==> src/rtl/gpu_inst_pkg.sv <==
// Shared definitions for the GPU instruction stream: field widths, assembler
// states and the packed 82-bit instruction word.
package gpu_inst_pkg;

    localparam int unsigned INST_W      = 82;
    localparam int unsigned COORD_W     = 16;
    localparam int unsigned COLOR_W     = 24;
    localparam int unsigned ALPHA_W     = 4;
    localparam int unsigned TEX_W       = 2;
    localparam int unsigned HDR_RSV_LSB = 10;

    typedef enum logic [2:0] {
        HDR,
        COL_LO,
        COL_HI,
        C0,
        C1,
        C2,
        COMMIT
    } asm_state_t;

    // Declared MSB first so bit 0 is inst_type and bits [81:78] are alpha_val.
    typedef struct packed {
        logic [ALPHA_W-1:0] alpha_val;
        logic [TEX_W-1:0]   texture_code;
        logic [COLOR_W-1:0] color_code;
        logic               fill_type;
        logic               layer_num;
        logic [COORD_W-1:0] coord2;
        logic [COORD_W-1:0] coord1;
        logic [COORD_W-1:0] coord0;
        logic               vertice_num;
        logic               inst_type;
    } inst_word_t;

endpackage

==> src/rtl/inst_sync_fifo.sv <==
// Show-ahead synchronous FIFO: rd_data_o always presents the head entry,
// written words become visible one cycle after the write (no bypass).
module inst_sync_fifo #(
    parameter int unsigned DEPTH = 4,
    parameter int unsigned AW    = 2,
    parameter int unsigned W     = 82
) (
    input  logic         clk_i,
    input  logic         n_rst_i,
    input  logic         wr_en_i,
    input  logic [W-1:0] wr_data_i,
    input  logic         rd_en_i,
    output logic [W-1:0] rd_data_o,
    output logic         empty_o,
    output logic         full_o
);

    logic [W-1:0]  mem_q [DEPTH];
    logic [AW-1:0] wr_ptr_q, wr_ptr_d;
    logic [AW-1:0] rd_ptr_q, rd_ptr_d;
    logic [AW:0]   count_q, count_d;
    logic          do_wr, do_rd;

    assign empty_o   = (count_q == '0);
    assign full_o    = (count_q == (AW+1)'(DEPTH));
    assign do_wr     = wr_en_i && !full_o;
    assign do_rd     = rd_en_i && !empty_o;
    assign rd_data_o = mem_q[rd_ptr_q];

    // Pointers wrap naturally because DEPTH == 2**AW.
    always_comb begin
        wr_ptr_d = wr_ptr_q;
        rd_ptr_d = rd_ptr_q;
        count_d  = count_q;
        if (do_wr) wr_ptr_d = wr_ptr_q + AW'(1);
        if (do_rd) rd_ptr_d = rd_ptr_q + AW'(1);
        case ({do_wr, do_rd})
            2'b10:   count_d = count_q + (AW+1)'(1);
            2'b01:   count_d = count_q - (AW+1)'(1);
            default: count_d = count_q;
        endcase
    end

    always_ff @(posedge clk_i) begin
        if (!n_rst_i) begin
            wr_ptr_q <= '0;
            rd_ptr_q <= '0;
            count_q  <= '0;
            for (int unsigned i = 0; i < DEPTH; i++) begin
                mem_q[i] <= '0;
            end
        end else begin
            wr_ptr_q <= wr_ptr_d;
            rd_ptr_q <= rd_ptr_d;
            count_q  <= count_d;
            if (do_wr) mem_q[wr_ptr_q] <= wr_data_i;
        end
    end

endmodule

==> src/rtl/inst_fifo_writer.sv <==
// Assembles 16-bit host beats into 82-bit instruction words and buffers them
// in a show-ahead FIFO for the main controller and decode logic.
module inst_fifo_writer
    import gpu_inst_pkg::*;
#(
    parameter int unsigned DEPTH = 4,
    parameter int unsigned AW    = 2
) (
    input  logic              clk,
    input  logic              n_rst,
    input  logic [15:0]       host_data,
    input  logic              host_valid,
    output logic              host_ready,
    input  logic              read_en,
    output logic [INST_W-1:0] fifo_data,
    output logic              fifo_empty,
    output logic              fifo_full,
    output logic              proto_err
);

    asm_state_t state_q;
    inst_word_t stage_q;
    logic       ready_q;
    logic       perr_q;
    logic       beat;
    logic       wr_en;

    // ready_q holds host_ready low for the cycle following a reset edge.
    assign host_ready = ready_q && (state_q != COMMIT);
    assign beat       = host_valid && host_ready;
    assign wr_en      = (state_q == COMMIT);
    assign proto_err  = perr_q;

    always_ff @(posedge clk) begin
        if (!n_rst) begin
            state_q <= HDR;
            stage_q <= '0;
            ready_q <= 1'b0;
            perr_q  <= 1'b0;
        end else begin
            ready_q <= 1'b1;
            perr_q  <= 1'b0;
            case (state_q)
                HDR: if (beat) begin
                    stage_q.inst_type    <= host_data[0];
                    stage_q.vertice_num  <= host_data[1];
                    stage_q.layer_num    <= host_data[2];
                    stage_q.fill_type    <= host_data[3];
                    stage_q.texture_code <= host_data[5:4];
                    stage_q.alpha_val    <= host_data[9:6];
                    perr_q               <= |host_data[15:HDR_RSV_LSB];
                    state_q              <= COL_LO;
                end
                COL_LO: if (beat) begin
                    stage_q.color_code[15:0] <= host_data;
                    state_q                  <= COL_HI;
                end
                COL_HI: if (beat) begin
                    stage_q.color_code[23:16] <= host_data[7:0];
                    state_q                   <= C0;
                end
                C0: if (beat) begin
                    stage_q.coord0 <= host_data;
                    state_q        <= C1;
                end
                C1: if (beat) begin
                    stage_q.coord1 <= host_data;
                    if (stage_q.vertice_num) begin
                        state_q <= C2;
                    end else begin
                        stage_q.coord2 <= '0;
                        state_q        <= COMMIT;
                    end
                end
                C2: if (beat) begin
                    stage_q.coord2 <= host_data;
                    state_q        <= COMMIT;
                end
                // The FIFO accepts the write on this same edge whenever it is not full.
                COMMIT: if (!fifo_full) state_q <= HDR;
                default: state_q <= HDR;
            endcase
        end
    end

    inst_sync_fifo #(
        .DEPTH (DEPTH),
        .AW    (AW),
        .W     (INST_W)
    ) u_fifo (
        .clk_i     (clk),
        .n_rst_i   (n_rst),
        .wr_en_i   (wr_en),
        .wr_data_i (stage_q),
        .rd_en_i   (read_en),
        .rd_data_o (fifo_data),
        .empty_o   (fifo_empty),
        .full_o    (fifo_full)
    );

endmodule
==> config.mk <==
export PLATFORM = sky130hd
export DESIGN_NAME = inst_fifo_writer
export DESIGN_NICKNAME = d
export VERILOG_FILES = /design/src/rtl/gpu_inst_pkg.sv /design/src/rtl/inst_sync_fifo.sv /design/src/rtl/inst_fifo_writer.sv
export SDC_FILE = /design/constraint.sdc
export NUM_CORES = 1
export LEC_CHECK = 0
export ABC_AREA = 1
export ABC_CLOCK_PERIOD_IN_PS = 20700
export CORE_AREA = 2 2 212 214
export CTS_CLUSTER_DIAMETER = 120
export DETAILED_ROUTE_END_ITERATION = 8
export DIE_AREA = 0 0 214 216
export RECOVER_POWER = 50
export SYNTH_ARGS = -nofsm -noshare
export SYNTH_HDL_FRONTEND = slang
export SYNTH_SLANG_ARGS = --single-unit
==> constraint.sdc <==
create_clock -name clk -period 20.7 [get_ports clk]
set_input_delay 4.14 -clock clk [delete_from_list [all_inputs] [get_ports clk]]
set_output_delay 4.14 -clock clk [all_outputs]
set_load 0.01 [all_outputs]
==> key figures, run 1 <==
Floorplanning
  • Die Ht: 216 microns
  • Initial core utilization: 0.3976
  • Die X-Extent: 214 microns
  • Total core area: 43840 sq um
  • Die area: 46220 sq um
  • Top Ports: 106
  • Core Rows: 77

Synth
  • Sequential fraction of the synthesis area: 0.6753
  • Mux contribution to synthesized area: 0
  • Post-synthesis cell area: 17430 sq um
  • Compound-Gate Fraction of Synth Area: 0.1061
  • Syn Area/Cell: 10.16 sq um
  • Post-synth top cells: nor2_1 (500), edfxtp_1 (328), o21ai_0 (215)
  • Synth Area in Adders: 0.001866
  • Synth top area cells: edfxtp_1 (57%), dfxtp_1 (11%), nor2_1 (11%), o21ai_0 (6.2%), nand2_1 (3.0%)
  • Mapped Nets: 1738
  • Netlist cell types: 28
  • Cells after Synth: 1716
  • Largest family of logic cells by synthesized area: simple AND/OR/NAND/NOR gates
  • Register bit total from synthesis: 424
  • Top cell type's share of synthesized area: 0.5651
  • Post-Synth Simple-Gate Area: 0.1628
  • Warnings, synthesis: 0
  • Top FF cell, synth: edfxtp_1
  • Cell taking the most area after synthesis: edfxtp_1
  • FFs w/ async S/R, synth: 0
  • Number of synthesized flops with an enable pin: 328
  • Count leader, synth: nor2_1
  • Xor-xnor portion of the synthesized cell area: 0

Timing
  • RSZ-0062 raised after global routing: no
  • Final hold violations: 0
  • F_max: 94.00 MHz
  • Final setup violation count: 0
  • Max Slew Vio Count: 358
  • Worst slew pin tran: 3.856 ns
  • Min Tclk post-route: 10.64 ns
  • Clk_skew: 0.01508 ns
  • Relative max-transition margin: -1.571
  • Setup Total Neg Slack: 0 ns
  • Final period util: 0.5139

Min path
  • Hold Path Stages: 1
  • Hold Crit Start: u_fifo.count_q[0]
  • Sink of the worst hold path: u_fifo.count_q[0]
  • Worst hold path type: register to register

Global route
  • GR Util All Layers: 0.2002
  • Initial antenna violation count: 1
  • Global Route met3 Usage: 0.02833
  • Total global routing overflow: 0
  • Global route hottest layer: met2
  • Number of global-route vias before repair: 12.20k
  • First-pass GRT wire length: 71640 microns
  • GR Util met1: 0.2725
  • Met2 usage: 0.3313
  • Largest net degree at the start of global routing: 100

Drt
  • DRC viols: 0
  • Routed length per instance: 19.51 microns
  • First-pass DRT Iterations: 5
  • Vias per cell: 5.164
  • Antenna Nets Post-Route: 0
  • DRT iter0 DRCs: 1144
  • WL final: 46790 microns
  • Vias: 12.38k

Place
  • Placed insts: 2318
  • Port Buffers: 105
  • HPWL Detailed: 25920 microns
  • RD Place Congestion: 0.7941

Clock network
  • CTS Buffer Depth: 3
  • Clock Sink Count: 424
  • Hold-fix buffers, CTS: 0
  • CTS tree: done
  • Clk_lat worst skew: 0.55 ns
  • Setup Fix Bufs, Post-CTS: 0
  • CTS buffer count: 44
  • CTS clk-pin slew, worst paths: 0.06 ns
  • CTS root buf: clkbuf_16
  • H-tree depth: 2
  • # resized after CTS: 0

Run status
  • Status: finished with violations
  • Failing checks: max-capacitance violations, max-slew violations

Critical path
  • Most frequent CP cell: clkbuf_1
  • CP arrival: 10.79 ns
  • Critical path type: primary input to register
  • Buf/Inv on CP: 6
  • R2r endpoint: u_fifo.mem_q[3][6]
  • R2r setup slk: 14.83 ns
  • Crit start category: primary input
  • Worst Path Required: 20.85 ns
  • Setup crit end kind: register
  • Critical Path, Cell by Cell: buf_2, clkbuf_1, clkinv_1, nor2_1, clkbuf_1, o21ai_0, nand2_1, clkinv_2, buf_4
  • Slowest stage cell, crit path: clkbuf_1
  • R2R cell count: 9
  • Worst path max stage delay: 2.60 ns
  • Critical-path maximum fanout: 84
  • R2r startpoint: state_q[2]
  • Crit path max-delay family: buffers and inverters

Layout
  • Area added between synthesis and finish: 16.04%
  • Non-filler cells in the finished layout: 2398
  • # diodes: 0
  • Ratio of cells with drive above 1 in the final layout: 0.05759
  • Fill count: 4043
  • Final nets: 1794

Flow run
  • Max cap viols: 7

Power and ir drop
  • Worst vdd ir: 60.91 uV
  • P per Cell Area: 101.9 nW/um^2
  • Leak Pwr: 7.556 nW
state kept, by name (all words and copies together) (netlist names), named ones only:
register         flops
state_q              3
stage_q             82
u_fifo.rd_ptr_q      2
u_fifo.count_q       3
ready_q              1
u_fifo.mem_q       328
u_fifo.wr_ptr_q      2
proto_err            1
stage by stage:
step	power [mW]	utilization	setup WS (ns)	hold slack, ns	area [sq um]
finish	2.062	0.4614	10.06	0.4595	20230
detailed placement	1.312	0.4305	13.04	0.4529	18870
CTS	2.081	0.4629	12.68	0.4625	20290
floorplan	1.145	-	12.39	0.4218	17430
global route	2.142	0.4614	9.412	0.4804	20230
global placement	1.308	0.4305	13.08	0.4398	18870
placed cells by master (no fill, tap or decap), drive strengths merged:
cell type      synthesis  routed
clkbuf                85      66
dlygate4sd3            0       3
o22ai                 82      82
nand4                  1       1
buf                   26      11
clkinvlp               0       1
nor2                 516     516
ha                     1       1
clkdlybuf4s50          0     101
nor4                   1       1
bufinv                 0       2
o21ai                216     216
nand2                143     143
inv                  112     112
edfxtp               328     328
a21oi                 51      51
nand3                 50      50
clkinv                 3      20
nor3                   4       4
fa                     1       1
dfxtp                 96      96
how the worst max path moves through the flow:
stage	start	end	slack (ns)	cells after the start
4_1_cts	register	fifo_data[1]	12.68	5
5_1_grt	n_rst	u_fifo.mem_q[3][6]	9.41	9
3_3_place_gp	n_rst	u_fifo.mem_q[3][8]	13.08	9
2_1_floorplan	n_rst	u_fifo.mem_q[2][0]	12.39	3
6_report	n_rst	u_fifo.mem_q[3][6]	10.06	9
3_5_place_dp	n_rst	u_fifo.mem_q[3][5]	13.04	9
report_power, final:
group	total (mW)	leakage [nW]	switching (mW)	internal, mW
clock network	0.773	0.698	0.319	0.454
registers	0.968	4.17	0.0209	0.947
logic	0.321	2.69	0.192	0.129
area by class of cell:
class / instances / area, sq um / share of cell area
Inverter: 115 / 436.7 / 0.02159
Sequential cell: 424 / 11780 / 0.5822
Clock buffer: 60 / 1274 / 0.06297
Multi-Input combinational cell: 1066 / 4712 / 0.2330
Timing Repair Buffer: 121 / 1144 / 0.05654
Tap cell: 592 / 740.7 / 0.03662
Clock inverter: 20 / 143.9 / 0.007114
routing by layer:
metal  wire, microns  part of all wire  vias up
met5               0                 0        -
met3            2954             0.063       64
li1                -                 -     5914
met1           20470              0.44     6053
met2           22100              0.47      353
met4            1271             0.027        0
kinds of logic after synthesis:
group,count (synthesis)
buffers and inverters,226
AOI/OAI and AO/OA,349
adders and majority gates,2
and+or+nand+nor,715
DFF,424
(Power assumes the default switching activity.)
==> inputs of run 2 (changes only) <==
ABC_CLOCK_PERIOD_IN_PS = 10960   (was 20700)
clock period = 10.96 ns   (was 20.7 ns; I/O delays follow)
==> run 2 against run 1 <==
  * The run still ends with max-capacitance violations, max-slew violations left
  * Critical path depth is the same
  * Non-clock buffer count is the same
  * Hold slack gained 0.0024 ns
  * Cell count is the same
  * Routed wire length shrank 0.48%
  * Clock-buffer cell count grew 11
  * Critical path type unchanged
  * Largest cell class unchanged
  * Via count grew 0.64%
  * Critical endpoint is now u_fifo.mem_q[0][81]
==> key figures, run 2 (synthesis results as in run 1) <==
Run status
  • Status: finished with violations
  • Failing checks: max-capacitance violations, max-slew violations

Floorplanning
  • Total core area: 43840 sq um
  • Die X-Extent: 214 microns
  • Die area: 46220 sq um
  • Core Rows: 77
  • Initial core utilization: 0.3976
  • Die Ht: 216 microns
  • Top Ports: 106

Global route
  • Number of global-route vias before repair: 12.10k
  • GR Util All Layers: 0.1983
  • Largest net degree at the start of global routing: 100
  • Total global routing overflow: 0
  • Initial antenna violation count: 1
  • First-pass GRT wire length: 71210 microns

Layout
  • Area added between synthesis and finish: 15.82%
  • Most common cell after layout, fill and taps aside: nor2_1
  • Largest Register: u_fifo.mem_q
  • Largest register FFs: 328
  • Regs by FF count: u_fifo.mem_q: 328 flops, stage_q: 82 flops
  • Commonest cells after routing, fill and taps aside: nor2_1 (502), edfxtp_1 (328), o21ai_0 (216)
  • # diodes: 0
  • Final nets: 1794
  • Ratio of cells with drive above 1 in the final layout: 0.05703
  • Post-Layout Inst Area: 20190 sq um

Place
  • HPWL Detailed: 25850 microns
  • Placed Instance Area: 18870 sq um
  • RD Place Congestion: 0.7939
  • Port Buffers: 105

Clock network
  • Clk_lat worst skew: 0.54 ns
  • Clock Sink Count: 424
  • CTS buffer count: 44
  • H-tree depth: 2
  • CTS tree: done
  • CTS clk-pin slew, worst paths: 0.06 ns
  • Hold-fix buffers, CTS: 0
  • CTS Buffer Depth: 3
  • CTS root buf: clkbuf_16
  • Setup Fix Bufs, Post-CTS: 0
  • # resized after CTS: 0

Timing
  • Final period util: 0.6786
  • RSZ-0062 raised after global routing: no
  • Worst slew pin tran: 3.750 ns
  • Final hold violations: 0
  • Min Tclk post-route: 7.437 ns
  • Relative max-transition margin: -1.500
  • Max Slew Vio Count: 273
  • Setup Total Neg Slack: 0 ns
  • Clk_skew: 0.01236 ns
  • Final setup violation count: 0
  • F_max: 134.5 MHz

Power and ir drop
  • Leak Pwr: 7.544 nW
  • P per Cell Area: 191.7 nW/um^2
  • Worst vdd ir: 101.9 uV

Min path
  • Hold Path Stages: 2
  • Worst hold path type: register to register

Critical path
  • CP arrival: 7.57 ns
  • Critical path type: primary input to register
  • Setup crit end kind: register
  • R2R cell count: 9
  • Critical-path maximum fanout: 56
  • Crit start category: primary input
  • Worst Path Required: 11.09 ns

Drt
  • WL final: 46570 microns
  • First-pass DRT Iterations: 6
  • Routed length per instance: 19.42 microns
  • Vias: 12.46k
  • DRC viols: 0
  • DRT iter0 DRCs: 1062
  • Antenna Nets Post-Route: 0
  • Vias per cell: 5.197

Flow run
  • Max cap viols: 6
[run 2: power by group]
| part | total [mW] | switching [mW] | internal (mW) |
|---|---|---|---|
| registers | 1.83 | 0.0396 | 1.79 |
| logic | 0.605 | 0.361 | 0.244 |
| clock network | 1.44 | 0.599 | 0.837 |
[run 2: worst paths after layout]
check / from / endpoint / slack, ns
max: n_rst / u_fifo.mem_q[0][81] / 3.52
min: stage_q[37] / stage_q[37] / 0.46
max reg2reg: u_fifo.count_q[0] / u_fifo.mem_q[0][81] / 5.60
min reg2reg: stage_q[37] / stage_q[37] / 0.46
[run 2: metrics by stage]
| stage | utilization | std cells | hold slack (ns) | total power, mW | setup slack (ns) |
|---|---|---|---|---|---|
| 2_1_floorplan | - | 1716 | 0.4218 | 2.162 | 3.794 |
| 3_3_place_gp | 0.4305 | 2318 | 0.4396 | 2.471 | 5.283 |
| 3_5_place_dp | 0.4305 | 2318 | 0.4521 | 2.480 | 5.317 |
| 4_1_cts | 0.4619 | 2398 | 0.4614 | 3.899 | 4.891 |
| 5_1_grt | 0.4605 | 2398 | 0.4783 | 4.008 | 3.155 |
| 6_report | 0.4605 | 2398 | 0.4619 | 3.869 | 3.523 |
[run 2: worst max-delay path: stages]
cell and delay [ns]:
buf_2 0.09, clkbuf_1 0.87, clkinv_1 0.23, nor2_1 0.09
inv_1 0.11, nor2_1 0.07, nand2_1 1.00, clkbuf_1 2.72
nor2_1 0.14
[run 2: layout make-up]
cell class,count,area (sq um)
clock inverter,9,67.56
inverter,115,436.7
clock buffer,71,1308
sequential,424,11780
multi-input combinational,1066,4712
timing repair buffer,121,1147
tap,592,740.7
fill,4061,23650
[run 2: metal layers]
metal / track usage / up-vias / wire [microns]
met5: 0 / - / 0
met2: 0.3281 / 364 / 22120
met1: 0.2700 / 6109 / 20530
met3: 0.03016 / 78 / 2714
li1: - / 5912 / -
met4: 0.06014 / 0 / 1200
==> inputs of run 3 (changes only) <==
ABC_CLOCK_PERIOD_IN_PS = 7300   (was 10960)
clock period = 7.3 ns   (was 10.96 ns; I/O delays follow)
==> run 3 against run 2 <==
  * The flow still finishes with violations (max-capacitance violations, max-slew violations)
  * Combinational power grew 49%
  * Via count down 0.35%
  * Hold slack got worse by 0.0081 ns
  * Global-route usage shrank 0.18 points
  * Die area stayed put
  * Sequential cell count did not move
  * Critical endpoint is now u_fifo.mem_q[0][72]
  * Largest cell class unchanged
  * Largest power group unchanged
  * Highest routed layer is now met5
==> key figures, run 3 (synthesis results as in run 1) <==
Floorplanning
  • Top Ports: 106
  • Initial core utilization: 0.3976
  • Die area: 46220 sq um
  • Die Ht: 216 microns
  • Total core area: 43840 sq um
  • Core Rows: 77
  • Die X-Extent: 214 microns

Timing
  • F_max: 181.6 MHz
  • Max Slew Vio Count: 265
  • Clk_skew: 0.01611 ns
  • Final hold violations: 0
  • RSZ-0062 raised after global routing: no
  • Final setup violation count: 0
  • Min Tclk post-route: 5.505 ns
  • Final period util: 0.7542
  • Hold WS: 0.4538 ns
  • Worst slew pin tran: 3.230 ns
  • Relative max-transition margin: -1.153
  • Setup Total Neg Slack: 0 ns

Power and ir drop
  • Leak Pwr: 7.565 nW
  • Worst vdd ir: 147.7 uV
  • P per Cell Area: 288.4 nW/um^2

Run status
  • Status: finished with violations
  • Failing checks: max-capacitance violations, max-slew violations

Clock network
  • # resized after CTS: 0
  • CTS tree: done
  • Setup Fix Bufs, Post-CTS: 0
  • Clock Sink Count: 424
  • H-tree depth: 2
  • CTS buffer count: 42
  • Clk_lat worst skew: 0.55 ns
  • CTS root buf: clkbuf_16
  • CTS Buffer Depth: 3
  • Hold-fix buffers, CTS: 0
  • CTS clk-pin slew, worst paths: 0.06 ns

Layout
  • Largest register FFs: 328
  • Ratio of cells with drive above 1 in the final layout: 0.05765
  • Fill count: 4128
  • Sequential cell area: 11780 sq um
  • Final nets: 1792
  • Most common cell after layout, fill and taps aside: nor2_1
  • # diodes: 0
  • Largest Register: u_fifo.mem_q
  • Area of the multi-input gates: 4705 sq um
  • Commonest cells after routing, fill and taps aside: nor2_1 (504), edfxtp_1 (328), o21ai_0 (216)
  • Area added between synthesis and finish: 16.04%
  • Regs by FF count: u_fifo.mem_q: 328 flops, stage_q: 82 flops

Critical path
  • Worst Path Required: 7.46 ns
  • R2r startpoint: state_q[2]
  • Stages on the worst setup path: 8
  • Crit start category: primary input
  • Critical path type: primary input to register
  • R2r setup slk: 1.92 ns
  • Crit path max-delay family: buffers and inverters
  • Critical-path maximum fanout: 52
  • R2R cell count: 9
  • CP arrival: 5.66 ns
  • Most frequent CP cell: nor2_1
  • Worst path max stage delay: 2.37 ns
  • Crit path from: n_rst
  • Critical Path, Cell by Cell: clkbuf_1, clkinv_1, nor2_1, inv_1, nor2_1, nand2_1, clkbuf_1, nor2_1
  • Buf/Inv on CP: 4
  • Setup crit end kind: register
  • Slowest stage cell, crit path: clkbuf_1

Drt
  • Vias: 12.42k
  • DRC viols: 0
  • Vias per cell: 5.183
  • Routed length per instance: 19.28 microns
  • First-pass DRT Iterations: 6
  • WL final: 46200 microns
  • DRT iter0 DRCs: 1016
  • Antenna Nets Post-Route: 0

Place
  • Port Buffers: 105
  • HPWL Detailed: 25960 microns
  • RD Place Congestion: 0.7480

Min path
  • Hold Path Stages: 1
  • Worst hold path type: register to register
  • Hold Crit Start: u_fifo.count_q[0]

Global route
  • Initial antenna violation count: 1
  • Total global routing overflow: 0
  • Largest net degree at the start of global routing: 112
  • First-pass GRT wire length: 70500 microns
  • Number of global-route vias before repair: 12.13k
  • GR Util All Layers: 0.1965

Flow run
  • Max cap viols: 6
[run 3: cell types whose count changed in the layout (fill, tap and decap cells not counted), sizes merged]
cell,before,now
bufinv,1,0
clkbuf,76,72
clkdlybuf4s50,100,103
clkinv,12,14
clkinvlp,0,1
dlygate4sd3,4,1
[run 3: power by group]
| part | switching, mW | internal, mW | total [mW] |
|---|---|---|---|
| clock | 0.899 | 1.28 | 2.18 |
| sequential | 0.0659 | 2.69 | 2.75 |
| combinational | 0.533 | 0.369 | 0.901 |
[run 3: per-stage QoR]
step                      power, mW  instances    util  instance area [sq um]  worst slack, ns
after CTS                     5.877       2396  0.4629                  20290            1.998
final                         5.833       2396  0.4614                  20230            1.795
after global placement        3.705       2318  0.4305                  18870            2.622
after floorplan               3.247       1716       -                  17430           0.1341
after detailed placement      3.715       2318  0.4305                  18870            2.569
after global routing          6.044       2396  0.4614                  20230            1.447
[run 3: final timing paths]
kind / to
worst min register to register: u_fifo.count_q[0]
worst max register to register: u_fifo.mem_q[0][72]
worst min-delay path: u_fifo.count_q[0]
worst max-delay path: u_fifo.mem_q[0][72]
[run 3: cell type report]
cell class,instances,share of cell area
sequential,424,0.5822
tap,592,0.03662
multi-input combinational,1066,0.2326
inverter,115,0.02159
clock inverter,11,0.002722
timing repair buffer,121,0.05685
clock buffer,67,0.06737
[run 3: layer usage]
metal / global-route usage / vias to the layer above / routed length, microns
met2: 0.3326 / 372 / 22010
met3: 0.03044 / 60 / 2830
met4: 0.05175 / 2 / 914
met1: 0.2641 / 6078 / 20440
li1: - / 5907 / -
met5: 0 / - / 12
